## config.mk

```make
export PLATFORM = sky130hd
export DESIGN_NAME = loop_div_monitor
export DESIGN_NICKNAME = d
export VERILOG_FILES = /design/src/rtl/pll_pkg.sv /design/src/rtl/fb_edge_sync.sv /design/src/rtl/loop_div_monitor.sv
export SDC_FILE = /design/constraint.sdc
export NUM_CORES = 1
export LEC_CHECK = 0
export ABC_CLOCK_PERIOD_IN_PS = 2400
export CORE_ASPECT_RATIO = 0.8
export CORE_MARGIN = 4
export CORE_UTILIZATION = 30
export CTS_CLUSTER_DIAMETER = 80
export DETAILED_ROUTE_END_ITERATION = 8
export PLACE_DENSITY_LB_ADDON = 0.2
export SETUP_SLACK_MARGIN = 0.4
export SLEW_MARGIN = 20
export SYNTH_ARGS = -nofsm -noshare
export SYNTH_HDL_FRONTEND = slang
export SYNTH_SLANG_ARGS = --single-unit
```

## constraint.sdc

```tcl
create_clock -name clk -period 2.4 [get_ports clk]
set_clock_uncertainty 0.05 [all_clocks]
set_input_delay 0.48 -clock clk [delete_from_list [all_inputs] [get_ports clk]]
set_output_delay 0.48 -clock clk [all_outputs]
set_load 0.1 [all_outputs]
```

## src/rtl/pll_pkg.sv

```systemverilog
// Shared PLL monitor definitions: FSM encoding, measurement width, default thresholds.
package pll_pkg;

  localparam int MEAS_W       = 7;
  localparam int LOCK_CNT_DEF = 8;
  localparam int MISS_CNT_DEF = 2;

  typedef enum logic [1:0] {
    ST_IDLE = 2'd0,
    ST_WAIT = 2'd1,
    ST_ACQ  = 2'd2,
    ST_LOCK = 2'd3
  } state_t;

  // Increment that sticks at all-ones instead of wrapping.
  function automatic logic [MEAS_W-1:0] sat_inc(input logic [MEAS_W-1:0] v);
    return (&v) ? v : v + 7'd1;
  endfunction

endpackage

```

## src/rtl/fb_edge_sync.sv

```systemverilog
// Two-flop synchronizer for an asynchronous clock-like input, plus a delay
// flop for single-cycle rise/fall strobes. Reusable for the reference path.
module fb_edge_sync (
  input  logic clk,
  input  logic rstn_s,
  input  logic d,
  output logic d_s,
  output logic rise,
  output logic fall
);

  logic meta;
  logic d_d;

  // Synchronizer chain followed by the edge-detect delay stage.
  always_ff @(posedge clk or negedge rstn_s) begin
    if (!rstn_s) begin
      meta <= 1'b0;
      d_s  <= 1'b0;
      d_d  <= 1'b0;
    end else begin
      meta <= d;
      d_s  <= meta;
      d_d  <= d_s;
    end
  end

  assign rise = d_s & ~d_d;
  assign fall = ~d_s & d_d;

endmodule

```

## src/rtl/loop_div_monitor.sv

```systemverilog
// Loop-divider output checker: measures period and high time of the divided
// clock in clk cycles, compares against div_n, and tracks lock.
module loop_div_monitor
  import pll_pkg::*;
#(
  parameter int LOCK_CNT = LOCK_CNT_DEF,
  parameter int MISS_CNT = MISS_CNT_DEF
) (
  input  logic              clk,
  input  logic              rstn_s,
  input  logic              en,
  input  logic [5:0]        div_n,
  input  logic              fb_in,
  output logic              locked,
  output logic              meas_valid,
  output logic [MEAS_W-1:0] meas_period,
  output logic [MEAS_W-1:0] meas_high,
  output logic              err_period,
  output logic              err_timeout,
  output logic              cfg_err,
  output logic [1:0]        state
);

  localparam logic [3:0] LOCK_LAST = 4'(LOCK_CNT - 1);
  localparam logic [1:0] MISS_LAST = 2'(MISS_CNT - 1);

  logic fb_s, rise, fall;

  state_t state_q, state_nxt;

  logic [5:0]        div_q;
  logic [5:0]        hi_exp6;
  logic [MEAS_W-1:0] exp_period, exp_high, tmo;
  logic [MEAS_W-1:0] per_cnt, hi_cnt;
  logic              hi_ok;
  logic [3:0]        good_cnt;
  logic [1:0]        bad_cnt;

  logic cfg_bad, div_chg, active, timeout, period_good;
  logic clr_all, restart, arm, eval, tmo_hit;

  fb_edge_sync u_fb_sync (
    .clk    (clk),
    .rstn_s (rstn_s),
    .d      (fb_in),
    .d_s    (fb_s),
    .rise   (rise),
    .fall   (fall)
  );

  // Expected values derived from the programmed ratio; high phase takes the odd cycle.
  assign hi_exp6     = div_n - (div_n >> 1);
  assign exp_period  = {1'b0, div_n};
  assign exp_high    = {1'b0, hi_exp6};
  assign tmo         = {div_n, 1'b0};

  assign cfg_bad     = (div_n < 6'd2);
  assign div_chg     = (div_n != div_q);
  assign active      = (state_q == ST_ACQ) || (state_q == ST_LOCK);
  assign timeout     = active && (per_cnt == tmo);
  assign period_good = (per_cnt == exp_period) && hi_ok;

  assign state = state_q;

  // State register.
  always_ff @(posedge clk or negedge rstn_s) begin
    if (!rstn_s) state_q <= ST_IDLE;
    else         state_q <= state_nxt;
  end

  // Next state and event strobes; priority: enable/config, div change, timeout, rise.
  always_comb begin
    state_nxt = state_q;
    clr_all   = 1'b0;
    restart   = 1'b0;
    arm       = 1'b0;
    eval      = 1'b0;
    tmo_hit   = 1'b0;
    if (!en || cfg_bad) begin
      state_nxt = ST_IDLE;
      clr_all   = 1'b1;
    end else begin
      case (state_q)
        ST_IDLE: state_nxt = ST_WAIT;
        ST_WAIT: begin
          if (div_chg) begin
            restart = 1'b1;
          end else if (rise) begin
            arm       = 1'b1;
            state_nxt = ST_ACQ;
          end
        end
        default: begin
          if (div_chg) begin
            restart   = 1'b1;
            state_nxt = ST_WAIT;
          end else if (timeout) begin
            tmo_hit   = 1'b1;
            restart   = 1'b1;
            state_nxt = ST_WAIT;
          end else if (rise) begin
            eval = 1'b1;
            if (state_q == ST_ACQ && period_good && good_cnt == LOCK_LAST)
              state_nxt = ST_LOCK;
            else if (state_q == ST_LOCK && !period_good && bad_cnt == MISS_LAST)
              state_nxt = ST_ACQ;
          end
        end
      endcase
    end
  end

  // Measurement counters, lock counters and registered status outputs.
  always_ff @(posedge clk or negedge rstn_s) begin
    if (!rstn_s) begin
      div_q       <= '0;
      cfg_err     <= 1'b0;
      locked      <= 1'b0;
      meas_valid  <= 1'b0;
      err_period  <= 1'b0;
      err_timeout <= 1'b0;
      meas_period <= '0;
      meas_high   <= '0;
      per_cnt     <= '0;
      hi_cnt      <= '0;
      hi_ok       <= 1'b0;
      good_cnt    <= '0;
      bad_cnt     <= '0;
    end else begin
      div_q       <= div_n;
      cfg_err     <= cfg_bad;
      locked      <= (state_nxt == ST_LOCK);
      meas_valid  <= eval;
      err_period  <= eval & ~period_good;
      err_timeout <= tmo_hit;
      if (clr_all) begin
        per_cnt     <= '0;
        hi_cnt      <= '0;
        hi_ok       <= 1'b0;
        good_cnt    <= '0;
        bad_cnt     <= '0;
        meas_period <= '0;
        meas_high   <= '0;
      end else if (restart || state_q == ST_IDLE) begin
        per_cnt  <= '0;
        hi_cnt   <= '0;
        hi_ok    <= 1'b0;
        good_cnt <= '0;
        bad_cnt  <= '0;
      end else if (state_q == ST_WAIT) begin
        if (arm) begin
          per_cnt  <= 7'd1;
          hi_cnt   <= 7'd1;
          hi_ok    <= 1'b0;
          good_cnt <= '0;
          bad_cnt  <= '0;
        end
      end else begin
        per_cnt <= rise ? 7'd1 : sat_inc(per_cnt);
        if (rise)      hi_cnt <= 7'd1;
        else if (fb_s) hi_cnt <= sat_inc(hi_cnt);
        if (rise) begin
          hi_ok <= 1'b0;
        end else if (fall) begin
          hi_ok     <= (hi_cnt == exp_high);
          meas_high <= hi_cnt;
        end
        if (eval) begin
          meas_period <= per_cnt;
          if (state_q == ST_ACQ) begin
            good_cnt <= period_good ? good_cnt + 4'd1 : 4'd0;
          end else if (period_good) begin
            bad_cnt <= '0;
          end else if (state_nxt == ST_ACQ) begin
            bad_cnt  <= '0;
            good_cnt <= '0;
          end else begin
            bad_cnt <= bad_cnt + 2'd1;
          end
        end
      end
    end
  end

endmodule

```

Yosys cells after proc, flatten, opt, wreduce, memory -nomap -nowiden. Cells that the tools add are included.

Register bits after elaboration: 51. Logic and storage cells: 146.

Add/sub/neg operators: 5. $lt $le $gt $ge: 1. Eq/ne operators: 19. Muxes and demuxes: 70. Bitwise gates (word level): 6. Reductions and logical operators: 28.

Operators by type and width (number): 2-to-1 mux 7 bit (21); 2-to-1 mux 4 bit (9); 2-to-1 mux 2 bit (16); 2-to-1 mux 1 bit (22); nonzero test 5 bit (3); adder 7 x 1 -> 7 bit, second input constant (2); == test 7 x 6 -> 1 bit (2); AND reduction 7 bit (2); != test 5 bit, second input constant (2); AND reduction 3 bit (3); == test 2 bit, second input constant (4); AND reduction 4 bit (2); == test 7 bit (1); logical AND 1 bit (6); < comparator 6 x 2 -> 1 bit, second input constant (1); != test 6 bit (1); subtractor 6 x 5 -> 6 bit (1); != test 5 x 1 -> 1 bit, second input constant (1); adder 4 x 1 -> 4 bit, second input constant (1); == test 2 x 1 -> 1 bit, second input constant (2); == test 4 x 3 -> 1 bit, second input constant (1); != test 2 bit, second input constant (2); != test 4 x 2 -> 1 bit, second input constant (1); != test 4 bit, second input constant (1); other kinds (13) (22).

Longest topological paths before layout. Gate-level depths: netlist of run 1.

Depth after elaboration: 20. Depth in mapped cells: 10. Gate-level depth less buffers: 10.

By module. From an unflattened synthesis of run 1, not the netlist that was laid out.

Cell total of the unflattened synthesis: 284. Area, all modules: 2854.0 sq um.

Modules (own cells, without submodules): loop_div_monitor (instances 1, cells each 279, area each 2763.9 sq um); fb_edge_sync (instances 1, cells each 5, area each 90.1 sq um).

Worst setup path before layout of run 1. OpenSTA, ideal clock, no wires.

Kind: reg2reg. From: reg state_q[1], in the netlist state[1]. To: reg good_cnt[2]. Setup time: 0.080 ns. Arrival: 2.594 ns. Setup slack: -0.324 ns. Cell stages (with the launch flop): 6. Clock period less this slack: 2.724 ns. Cell sequence: dfrtp_1 -> clkbuf_1 -> o21ai_1 -> nor4_1 -> or4b_4 -> o211ai_2.

Word-level cells in the longest chain between the ends: 13.

RTL lines: start: declaration (RTL line loop_div_monitor.sv:29) `state_t state_q, state_nxt;`; start signal: assignment (RTL line loop_div_monitor.sv:68) `else state_q <= state_nxt;`; == test 2 bit (RTL line loop_div_monitor.sv:59, loop_div_monitor.sv:105); logical AND 1 bit (2 in a row) (RTL line loop_div_monitor.sv:105) `else if (state_q == ST_LOCK && !period_good && bad_cnt == MISS_LAST)`; 2-to-1 mux 2 bit (RTL line loop_div_monitor.sv:105); 2-to-1 mux 2 bit (RTL line loop_div_monitor.sv:103) `if (state_q == ST_ACQ && period_good && good_cnt == LOCK_LAST)`; 2-to-1 mux 2 bit (RTL line loop_div_monitor.sv:101) `end else if (rise) begin`; 2-to-1 mux 2 bit (RTL line loop_div_monitor.sv:97) `end else if (timeout) begin`; 2-to-1 mux 2 bit (RTL line loop_div_monitor.sv:94) `if (div_chg) begin`; one-hot mux 2 bit (2 select lines) (RTL line loop_div_monitor.sv:83) `case (state_q)`; 2-to-1 mux 2 bit (RTL line loop_div_monitor.sv:79) `if (!en || cfg_bad) begin`; == test 2 bit (RTL line loop_div_monitor.sv:174) `end else if (state_nxt == ST_ACQ) begin`; nonzero test 5 bit (no line); AND reduction 4 bit (no line); end signal: assignment (RTL line loop_div_monitor.sv:171) `good_cnt <= period_good ? good_cnt + 4'd1 : 4'd0;`; end: declaration (RTL line loop_div_monitor.sv:36) `logic [3:0] good_cnt;`.

Several ways; a longest one is shown, not always the timed one. The select of a mux whose other input is x is not followed. A chain may end at the register's enable or synchronous reset.

Worst setup path after layout of run 1.
From: reg per_cnt[5]. To: reg good_cnt[2].

Word-level cells in the longest chain between the ends: 15.

RTL lines: start: declaration (RTL line loop_div_monitor.sv:34) `logic [MEAS_W-1:0] per_cnt, hi_cnt;`; start signal: assignment (RTL line loop_div_monitor.sv:159) `per_cnt <= rise ? 7'd1 : sat_inc(per_cnt);`; == test 7 x 6 -> 1 bit (RTL line loop_div_monitor.sv:61) `assign period_good = (per_cnt == exp_period) && hi_ok;`; logical AND 1 bit (RTL line loop_div_monitor.sv:61); logical NOT 1 bit (RTL line loop_div_monitor.sv:105); logical AND 1 bit (2 in a row) (RTL line loop_div_monitor.sv:105); 2-to-1 mux 2 bit (RTL line loop_div_monitor.sv:105); 2-to-1 mux 2 bit (RTL line loop_div_monitor.sv:103); 2-to-1 mux 2 bit (RTL line loop_div_monitor.sv:101); 2-to-1 mux 2 bit (RTL line loop_div_monitor.sv:97); 2-to-1 mux 2 bit (RTL line loop_div_monitor.sv:94); one-hot mux 2 bit (2 select lines) (RTL line loop_div_monitor.sv:83); 2-to-1 mux 2 bit (RTL line loop_div_monitor.sv:79); == test 2 bit (RTL line loop_div_monitor.sv:174); nonzero test 5 bit (no line); AND reduction 4 bit (no line).

Several ways; a longest one is shown, not always the timed one. The select of a mux whose other input is x is not followed.

==> results of run 1 <==
-- power groups by stage --
stage	clock (mW)	combinational, mW	sequential (mW)
detailed placement	0	0.241	0.892
global placement	0	0.241	0.892
CTS	0.734	0.252	0.875
finish	0.714	0.265	0.875
global route	0.773	0.295	0.876
floorplan	0	0.110	0.898
-- metrics by stage --
| stage | std cells | utilization [%] | setup slack, ps | hold slack (ps) | setup TNS (ps) |
|---|---|---|---|---|---|
| finish | 503 | 44.87 | -8.073 | 99.45 | -8.073 |
| global route | 503 | 44.87 | -56.93 | 140.0 | -60.07 |
| CTS | 498 | 43.62 | -18.53 | 109.4 | -18.53 |
| detailed placement | 486 | 40.36 | -555.7 | 292.6 | -15770 |
| global placement | 486 | 40.36 | -553.8 | 285.3 | -15560 |
| floorplan | 289 | - | -218.6 | 134.4 | -218.6 |
-- synth_stat cells (all sizes together), types with 2 or more instances --
cell type,instances,area (um^2)
a41oi,2,17.52
a21oi,7,35.03
buf,4,38.78
a211oi,4,30.03
a31oi,5,31.28
xnor2,23,201.4
and2,3,18.77
inv,18,67.56
or3,2,12.51
clkbuf,12,45.04
o21ai,14,70.06
xor2,11,96.34
o22ai,2,12.51
nand4,3,18.77
nand3,15,75.07
dfrtp,51,1276
a211o,2,17.52
nand2,19,71.32
nor3b,3,22.52
and3,8,55.05
a221oi,2,17.52
nor3,8,40.04
ha,13,162.7
nor2b,3,18.77
nor2,18,67.56
o211ai,2,20.02
a21o,2,15.01
a22o,15,131.4
nor4,4,25.02
or4b,2,23.77
-- routing by layer --
layer	global-route usage, %	up-vias	part of all wire [%]
met5	0	-	0
met4	3.725	0	1.1
met3	2.855	8	3.7
met2	21.64	51	43
met1	22.61	1223	52
li1	-	1220	-
-- sequential cells by signal, summed over array words and instances, names as in the netlist, 2 cells and up --
register / count
bad_cnt: 2
div_q: 6
good_cnt: 4
hi_cnt: 7
meas_high: 7
meas_period: 7
per_cnt: 7
state: 2
-- final cells by class --
type                            count  share of cell area [%]
Multi-Input combinational cell    204                   39.72
Sequential cell                    51                   31.13
Timing Repair Buffer              107                   20.50
Tap cell                          115                   3.503
Clock buffer                        5                   3.046
Inverter                           18                   1.645
Clock inverter                      3                  0.4569
-- how the worst max path moves through the flow --
stage / startpoint / to / slack [ps] / cells after the start
finish: per_cnt[5] / good_cnt[2] / -8 / 6
global route: per_cnt[5] / good_cnt[2] / -60 / 6
CTS: per_cnt[5] / good_cnt[2] / -20 / 6
detailed placement: div_n[1] / good_cnt[2] / -560 / 7
global placement: div_n[4] / good_cnt[2] / -550 / 7
floorplan: div_n[4] / good_cnt[2] / -220 / 8
-- cells by family (layout without fill, tap and decap cells) --
| family | Yosys count | in the layout | synth area share, % |
|---|---|---|---|
| multiplexers | 1 | 1 | 0.3952 |
| adder cells (fa/ha/maj) | 14 | 14 | 6.412 |
| AO/OA/AOI/OAI | 63 | 63 | 15.77 |
| AND/OR/NAND/NOR | 92 | 92 | 16.86 |
| XOR/XNOR | 34 | 34 | 10.45 |
| buffers and inverters | 34 | 133 | 5.313 |
| flip-flops | 51 | 51 | 44.80 |
-- critical path, stage by stage, from the launching register on --
cell      delay [ps]
dfrtp_1          410
xor2_2           170
or4_4            540
or3_4            350
and3_4           190
or4b_4           470
o211ai_2         160
-- layout by cell type, fill, tap and decap left out, drive strengths merged, types with 8 or more instances in the layout --
cell type and instances:
buf 103, dfrtp 51, xnor2 23, nand2 19, inv 19, nor2 18
a22o 15, nand3 15, o21ai 14, ha 13, xor2 11, and3 8
nor3 8
-- what timing repair did --
action                                  in CTS  in global routing
setup buffers                                3                  5
cloned                                       1                  0
endpoints found under the hold margin        0                  0
endpoints found under the setup margin      41                 40
pin swaps                                   11                 22
resized for setup                           51                 28
==> reports/results.txt, run 1 <==
slew margin rel. - 65.58%
unrepaired setup endpoints after global routing - yes
Core Rows - 31
Total Wirelength - 7818 um
distinct cell type count after synthesis - 47
Ant. Diodes - 0
sequential fraction of design power - 47.2%
status - finished, violations left
R2R Setup Slk - -8 ps
crit end category - flip-flop
vias - 2502
Port Buffers - 30
Mapped Avg Cell Area - 9.858 um^2
Int Pwr - 1.380 mW
worst-path maximum fanout - 2
first-pass GRT wire length - 12890 um
Combinational Power Share - 14.3%
Post-synth ARST share - 100.0%
multi-input logic area - 1632 um^2
violated checks - negative setup slack
largest net degree at the start of global routing - 32
Max Freq - 0.4153 GHz
Max Slew Vio Count - 0
WL per Instance - 15.54 um
core outline area - 9154 um^2
TritonCTS Buffers - 5
via-per-instance ratio - 4.974
sw power - 0.4738 mW
share of layout cells above drive strength 1 - 39.43%
register area share after synthesis - 44.80%
Worst Hold Class - input port to asynchronous set/reset pin
crit share post-route - 100.3%
vias in the first global route - 2483
Lkg Pwr - 1.866 nW
fill count - 893
total track usage - 14.91%
# setup viols final - 1
worst reg2reg path depth - 6
PnR worst setup slack - -8.073 ps
mapped cell area - 2849 um^2
Area Growth Syn to Fin - 44.18%
crit start category - flip-flop
cell area after layout - 4108 um^2
CTS root buffer - clkbuf_16
synth warn - 0
Worst-path clk slew - 70 ps
number of synthesized flops with an enable pin - 0
reg-to-reg critical path endpoint - good_cnt[2]
overall power - 1.854 mW
clock share of power - 38.5%
initial drt markers - 161
Sw Ratio - 25.56%
Register Area - 1279 um^2
Layout Nets - 411
H-tree depth - 2
Max Cap Viol - 0
Worst-Margin Slew - 516.3 ps
post-route minimum period - 2408 ps
clock latency on the worst-skew pair - 300 ps
top_reg_cell synth - dfrtp_1
Hold Buf Count CTS - 0
CP Data Required Time - 2580 ps
Reg-to-Reg Start - per_cnt[5]
Die W - 117.0 um
initial antenna violation count - 0
post-synth net total - 313
# DRC - 0
Synth Instances - 289
Final GP Congestion - 0.8310
Max Root-Sink Buffers - 2
dpl hpwl - 5746 um
kind of critical path - flip-flop to flip-flop
chip height - 95.16 um
post-route ant nets - 0
Pwr Density - 451.3 nW/um^2
Seq cells post-synth - 51
Peak VDD IR - 0.0002876 V
Post-DP Area - 3695 um^2
Die ar. - 11130 um^2
endpoints failing hold - 0
CTS tree - built
WP data arrival - 2580 ps
# clock sinks - 51
GRT overflow - 0
Initial Util - 31.12%
I/O pins - 31
Initial DRT Pass Iterations - 4
Power figures use the tool's default switching activity.
==> run 2: changes to the inputs <==
--- a/config.mk
+++ b/config.mk
@@ -11,6 +11,7 @@
 export CORE_UTILIZATION = 30
 export CTS_CLUSTER_DIAMETER = 80
 export DETAILED_ROUTE_END_ITERATION = 8
+export HOLD_SLACK_MARGIN = 0.1
 export PLACE_DENSITY_LB_ADDON = 0.2
 export SETUP_SLACK_MARGIN = 0.4
 export SLEW_MARGIN = 20
==> results of run 2 <==
Same layout as run 1: the final DEF is identical, and so are final timing and power.
==> RTL change 1, RTL diff (config.mk and constraints of run 1) <==
The output `err_period` loses its register stage (`err_period` becomes a continuous assignment).
--- a/src/rtl/loop_div_monitor.sv
+++ b/src/rtl/loop_div_monitor.sv
@@ -117,7 +117,6 @@
       cfg_err     <= 1'b0;
       locked      <= 1'b0;
       meas_valid  <= 1'b0;
-      err_period  <= 1'b0;
       err_timeout <= 1'b0;
       meas_period <= '0;
       meas_high   <= '0;
@@ -131,7 +130,6 @@
       cfg_err     <= cfg_bad;
       locked      <= (state_nxt == ST_LOCK);
       meas_valid  <= eval;
-      err_period  <= eval & ~period_good;
       err_timeout <= tmo_hit;
       if (clr_all) begin
         per_cnt     <= '0;
@@ -182,5 +180,7 @@
     end
   end
 
+  assign err_period = eval & ~period_good;
+
 endmodule
 
Formal check against the unedited RTL: not equivalent (Yosys sat finds a counterexample within 10 cycles, from zero or initial values and one cycle with rstn_s low).
==> RTL change 1 against run 1 <==
  * The flow still finishes with violations (negative setup slack)
  * Sequential cell count shrank 1
  * Final area up 10%
  * Fmax down 9.1%
  * Area after synthesis is 1.0% higher
  * Count of clock-buffer cells in the layout rose by 2
  * Via count is 4.2% higher
  * Sequential share of layout area fell by 3.3 points
  * Worst hold slack better by 0.029 ns
  * Final cell count grew 3.8%
  * Worst setup slack worse by 0.24 ns
  * Routed wire length up 6.2%
  * Global-route usage rose by 0.46 points
  * Power rose by 1.7%
  * Highest routed layer unchanged
==> RTL change 1: results (changes against run 1) <==
The overall global routing resource usage came out at 15.4% (+0.46 points). The per-cell routed wire length is 15.9 um (+2.3%). The fraction of synthesis flops using an asynchronous set or reset pin is 100% (unchanged). The detailed placer's ending HPWL is 5860 um (+2.0%). The fraction of final layout cells sized beyond drive strength 1 came out at 47.2% (+7.7 points).

In the synthesized netlist the dominant register cell turns out to be sky130_fd_sc_hd__dfrtp_1. After synthesis, the most frequently instantiated cells are sky130_fd_sc_hd__dfrtp_1, sky130_fd_sc_hd__nand2_1, sky130_fd_sc_hd__nor2_1, sky130_fd_sc_hd__a21oi_1, sky130_fd_sc_hd__xor2_1. The slack of the critical path came to -0.251 ns (-0.243 ns). The final reports fail on negative setup slack.

The largest driver fanout on the critical path was 2 (unchanged). The sequential cell area fraction in the yosys report was 43.5% (-1.3 points). The arrival time reported for the critical path endpoint was 2.12 ns (-0.46 ns). The launch point of the worst reg-to-reg path is per_cnt[1]. After synthesis, the cell types taking the most area are sky130_fd_sc_hd__dfrtp_1, sky130_fd_sc_hd__ha_1, sky130_fd_sc_hd__nand2_1. The post-detailed-placement cell area was 3750 um^2 (+1.6%). The number of nets at the end of the flow came out at 430 (+4.6%). The antenna diode count is 0 (unchanged). The setup-violating endpoint count in the final report came out at 13 (+12). The number of DRC markers in iteration 0 was 129 (-20%). The last weighted congestion value of the routability-driven placer is 0.808 (-2.8%).

The register-to-register setup slack came out at -0.07 ns (-0.06 ns). The worst slew margin relative to its limit came out at 62.4% (-3.2 points). The wire length of the first global-routing pass is 13,700 um (+6.0%). The synthesized netlist net count came out at 321 (+2.6%). The endpoint identified for the worst register-to-register timing path is hi_cnt[5].

The number of input and output port buffers inserted is 30 (unchanged). The count of TritonRoute iterations in the first routing pass came out at 5 (+1). The maximum number of pins on one net before global-route repair is 29 (-9.4%). The tree is rooted in a sky130_fd_sc_hd__clkbuf_16. The static leakage power came out at 2.05 nW (+9.9%).

The run finished, with violations left. The maximum vdd drop was 0.212 mV (-26%). The clock slew at the register clock pins of the worst setup and hold paths is 0.07 ns (about the same).

The number of buffers created by CTS is 5 (unchanged). The maximum number of buffers from clock root to sink came to 2 (unchanged). The total of warnings raised by yosys is 0 (unchanged). The source of the critical timing path is per_cnt[5]. The initial antenna violation count is 0 (unchanged). The class of the tightest hold or removal check is in2async. The source-to-sink clock delay at the later pin of the worst-skew pair came out at between 0.2 and 0.3 ns. The average via count per standard cell was 4.99 (+0.37%). The number of different library cells in the post-synthesis netlist came out at 51 (+8.5%). The logic depth of the worst register-to-register path is 11 (+5). The depth of the CTS H-tree came out at 2 (unchanged). The final setup TNS came out at -0.591 ns (-0.583 ns).
==> RTL change 1: changes by cell type after synthesis, moves of 7 or more <==
cell / before / now
sky130_fd_sc_hd__a21oi_1: 7 / 17
sky130_fd_sc_hd__a22o_1: 15 / 8
sky130_fd_sc_hd__mux2i_1: 0 / 9
sky130_fd_sc_hd__nand2_1: 19 / 35
sky130_fd_sc_hd__xnor2_1: 23 / 11
==> RTL change 1: area by class of cell <==
class	count	area, um^2
Clock buffer	7	133
Sequential cell	50	1260
Inverter	15	66.3
Fill cell	825	4670
Clock inverter	1	7.51
Timing Repair Buffer	113	1020
Tap cell	115	144
Multi-Input combinational cell	221	1900
==> RTL change 1: per-stage QoR <==
stage	instances	util (%)	setup WS (ns)	hold WS, ns
after global routing	522	49.2	-0.303	0.186
after CTS	515	47.3	-0.282	0.161
after floorplan	297	-	-0.155	0.134
after global placement	487	40.8	-0.597	0.285
final	522	49.2	-0.251	0.128
after detailed placement	487	40.8	-0.646	0.286
==> RTL change 1: repair_timing <==
action,in CTS,in global routing
resized for setup,104,31
setup endpoints to repair,41,39
buffers inserted,20,7
pin swaps,39,24
==> RTL change 1: power by group <==
group,internal [mW],switching [mW]
Clock,0.388,0.316
Combinational,0.154,0.166
Sequential,0.852,0.00887
==> RTL change 1: logic make-up after synthesis <==
kind of cell / Yosys count / synth area share (%)
DFF: 50 / 43.5
AOI/OAI and AO/OA: 57 / 13.9
muxes: 10 / 3.52
and+or+nand+nor: 114 / 21.2
adders and majority gates: 14 / 6.35
buffers and inverters: 26 / 3.61
xor gates and xnor gates: 26 / 7.91
==> RTL change 1: how the worst max path moves through the flow <==
stage / to / slack (ns)
after floorplan: err_period / -0.16
after global placement: err_period / -0.60
after detailed placement: err_period / -0.65
after CTS: err_period / -0.28
after global routing: err_period / -0.30
final: err_period / -0.25
==> RTL change 1: worst max-delay path, cell delays in order (launching register included) <==
cell and delay, ns:
sky130_fd_sc_hd__dfrtp_2 0.44, sky130_fd_sc_hd__xor2_4 0.16, sky130_fd_sc_hd__or4_4 0.52, sky130_fd_sc_hd__o21a_1 0.22, sky130_fd_sc_hd__and3_4 0.19, sky130_fd_sc_hd__and2_4 0.14
sky130_fd_sc_hd__buf_12 0.16
==> RTL change 1: metal layers <==
metal | up-vias | wire [um] | global-route usage (%) | part of all wire (%)
li1 | 1268 | - | - | -
met1 | 1276 | 4150 | 22.0 | 50
met2 | 52 | 3740 | 24.2 | 45
met3 | 10 | 338 | 2.79 | 4.1
met4 | 0 | 76 | 3.80 | 0.92
met5 | - | 0 | 0 | 0
==> RTL change 2, RTL diff (config.mk and constraints of run 1) <==
Made on the original files. Put one more register stage on the output `meas_high`, cleared by the reset. The value now appears one clock later. The other outputs are not delayed to match.
--- a/src/rtl/loop_div_monitor.sv
+++ b/src/rtl/loop_div_monitor.sv
@@ -23,6 +23,8 @@
 
   localparam logic [3:0] LOCK_LAST = 4'(LOCK_CNT - 1);
   localparam logic [1:0] MISS_LAST = 2'(MISS_CNT - 1);
+
+  logic [MEAS_W-1:0] meas_high_s0;
 
   logic fb_s, rise, fall;
 
@@ -120,7 +122,7 @@
       err_period  <= 1'b0;
       err_timeout <= 1'b0;
       meas_period <= '0;
-      meas_high   <= '0;
+      meas_high_s0 <= '0;
       per_cnt     <= '0;
       hi_cnt      <= '0;
       hi_ok       <= 1'b0;
@@ -140,7 +142,7 @@
         good_cnt    <= '0;
         bad_cnt     <= '0;
         meas_period <= '0;
-        meas_high   <= '0;
+        meas_high_s0 <= '0;
       end else if (restart || state_q == ST_IDLE) begin
         per_cnt  <= '0;
         hi_cnt   <= '0;
@@ -163,7 +165,7 @@
           hi_ok <= 1'b0;
         end else if (fall) begin
           hi_ok     <= (hi_cnt == exp_high);
-          meas_high <= hi_cnt;
+          meas_high_s0 <= hi_cnt;
         end
         if (eval) begin
           meas_period <= per_cnt;
@@ -182,5 +184,13 @@
     end
   end
 
+  always_ff @(posedge clk or negedge rstn_s) begin
+    if (!rstn_s) begin
+      meas_high <= '0;
+    end else begin
+      meas_high <= meas_high_s0;
+    end
+  end
+
 endmodule
 
Formal check against the unedited RTL: not equivalent (a bounded check fails within 10 cycles, from zero or initial values and one cycle with rstn_s low).
==> RTL change 2 against run 1 <==
  * Worst hold slack improved by 0.0050 ns
  * Critical endpoint is now good_cnt[0]
  * Fmax increased by 4.1%
  * Sequential share of layout area rose by 1.5 points
  * Worst setup slack improved by 0.095 ns
  * Final cell count is 4.6% higher
  * Area after synthesis grew 4.4%
  * Sequential power up 14%
  * Final area is 8.6% higher
  * First-iteration DRC count is 24% lower
  * Power up 39%
  * Critical path depth increased by 1
  * Sequential cell count is 7 higher
  * Routed wire length increased by 1.1%
==> RTL change 2: results (changes against run 1) <==
The xor and xnor area share after synthesis was 9.42% (-1.0 points). Counting instances in the post-synthesis netlist gives the leading cell types as sky130_fd_sc_hd__dfrtp_1, sky130_fd_sc_hd__nor2_1, sky130_fd_sc_hd__nand2_1, sky130_fd_sc_hd__a21oi_1, sky130_fd_sc_hd__xor2_1. The logic depth of the worst register-to-register path came out at 7 (+1). The flow ran to the end, and the final reports show no timing, DRC or antenna violations. The fraction of final layout cells sized beyond drive strength 1 is 41.8% (+2.4 points).

The number of nets at the end of the flow came to 410 (-0.24%). The worst slew margin relative to its limit came out at 60.7% (-4.9 points). The maximum vdd drop came out at 0.315 mV (+9.5%).

The multiplexer area fraction after synthesis came to 4.58% (+4.2 points). The number of flip-flops and latches is 58 (+14%). The source-to-sink clock delay at the later pin of the worst-skew pair came out at 0.33 ns (+0.03 ns). The routed length on met3 is 261 um (-11%). The smallest hold slack came to 0.104 ns (+0.00495 ns). The net switching fraction of the power is 22.8% (-2.7 points). The final-layout clock-cell area share is 6.90% (+3.4 points).

The met3 demand-to-capacity share in global routing came to 3.32% (+0.46 points). The post-synthesis cell count is 291 (+0.69%). The maximum cell stage delay along the critical path came out at 0.52 ns (-0.02 ns).

The sequential share of cell area is 32.6% (+1.5 points). The fraction of met2 tracks used by global routing came to 23.1% (+1.5 points). The area of the placeable core is 9650 um^2 (+5.4%). The number of buffers added for setup after CTS came out at 10 (+7). The non-clock buffer area fraction after layout came out at 18.4% (-2.1 points). The launch point of the worst reg-to-reg path is per_cnt[1].

The combinational group share of total power came out at 9.5% (-4.8 points). The layout inverter count without the clock tree came out at 17 (-1). The total length of routed met2 wires is 3750 um (+11%). The synthesized-area fraction occupied by ao, oa, aoi and oai cells is 8.79% (-7.0 points). The wire length of the first global-routing pass is 13,100 um (+1.3%). The number of vias in the routed layout is 2,460 (-1.7%). The post-detailed-placement cell area came out at 3760 um^2 (+1.8%). The arrival time reported for the critical path endpoint is 2.47 ns (-0.11 ns).

The number of fill cells in the layout is 917 (+2.7%). The largest driver fanout on the critical path is 4 (+2). The detailed placer's ending HPWL is 5590 um (-2.7%). The via count of the first global-routing pass is 2,457 (-1.0%). The area of the multi-input gates came out at 1650 um^2 (+0.92%).

The synthesized netlist net count is 315 (+0.64%). The total of clock buffers placed in the layout is 9 (+4). The post-cts sizing count is 55 (+7.8%). The synthesized-area fraction occupied by adder cells is 6.14% (-0.27 points).
## RTL change 2: changes by cell type in the layout (fill, tap and decap cells not counted), sizes merged, moves of 8 or more
cell   delta
nor2     +16
a21oi    +12
buf      -13
xor2      +8
a22o     -14
xnor2    -10
mux2i    +11
## RTL change 2: per-stage QoR
step | power (mW) | setup WS, ns
after floorplan | 1.13 | 0.0774
after global placement | 1.24 | -0.546
after detailed placement | 1.24 | -0.581
after CTS | 2.60 | 0.114
after global routing | 2.68 | 0.0450
final | 2.58 | 0.0865
## RTL change 2: worst max-delay path by stage
stage	startpoint	end	slack, ns	cells after the start
2_1_floorplan	per_cnt[1]	good_cnt[0]	0.08	9
3_3_place_gp	div_n[0]	good_cnt[0]	-0.55	8
6_report	per_cnt[1]	good_cnt[0]	0.09	7
4_1_cts	per_cnt[1]	good_cnt[0]	0.11	7
5_1_grt	per_cnt[1]	good_cnt[0]	0.05	7
3_5_place_dp	div_n[0]	good_cnt[0]	-0.58	8
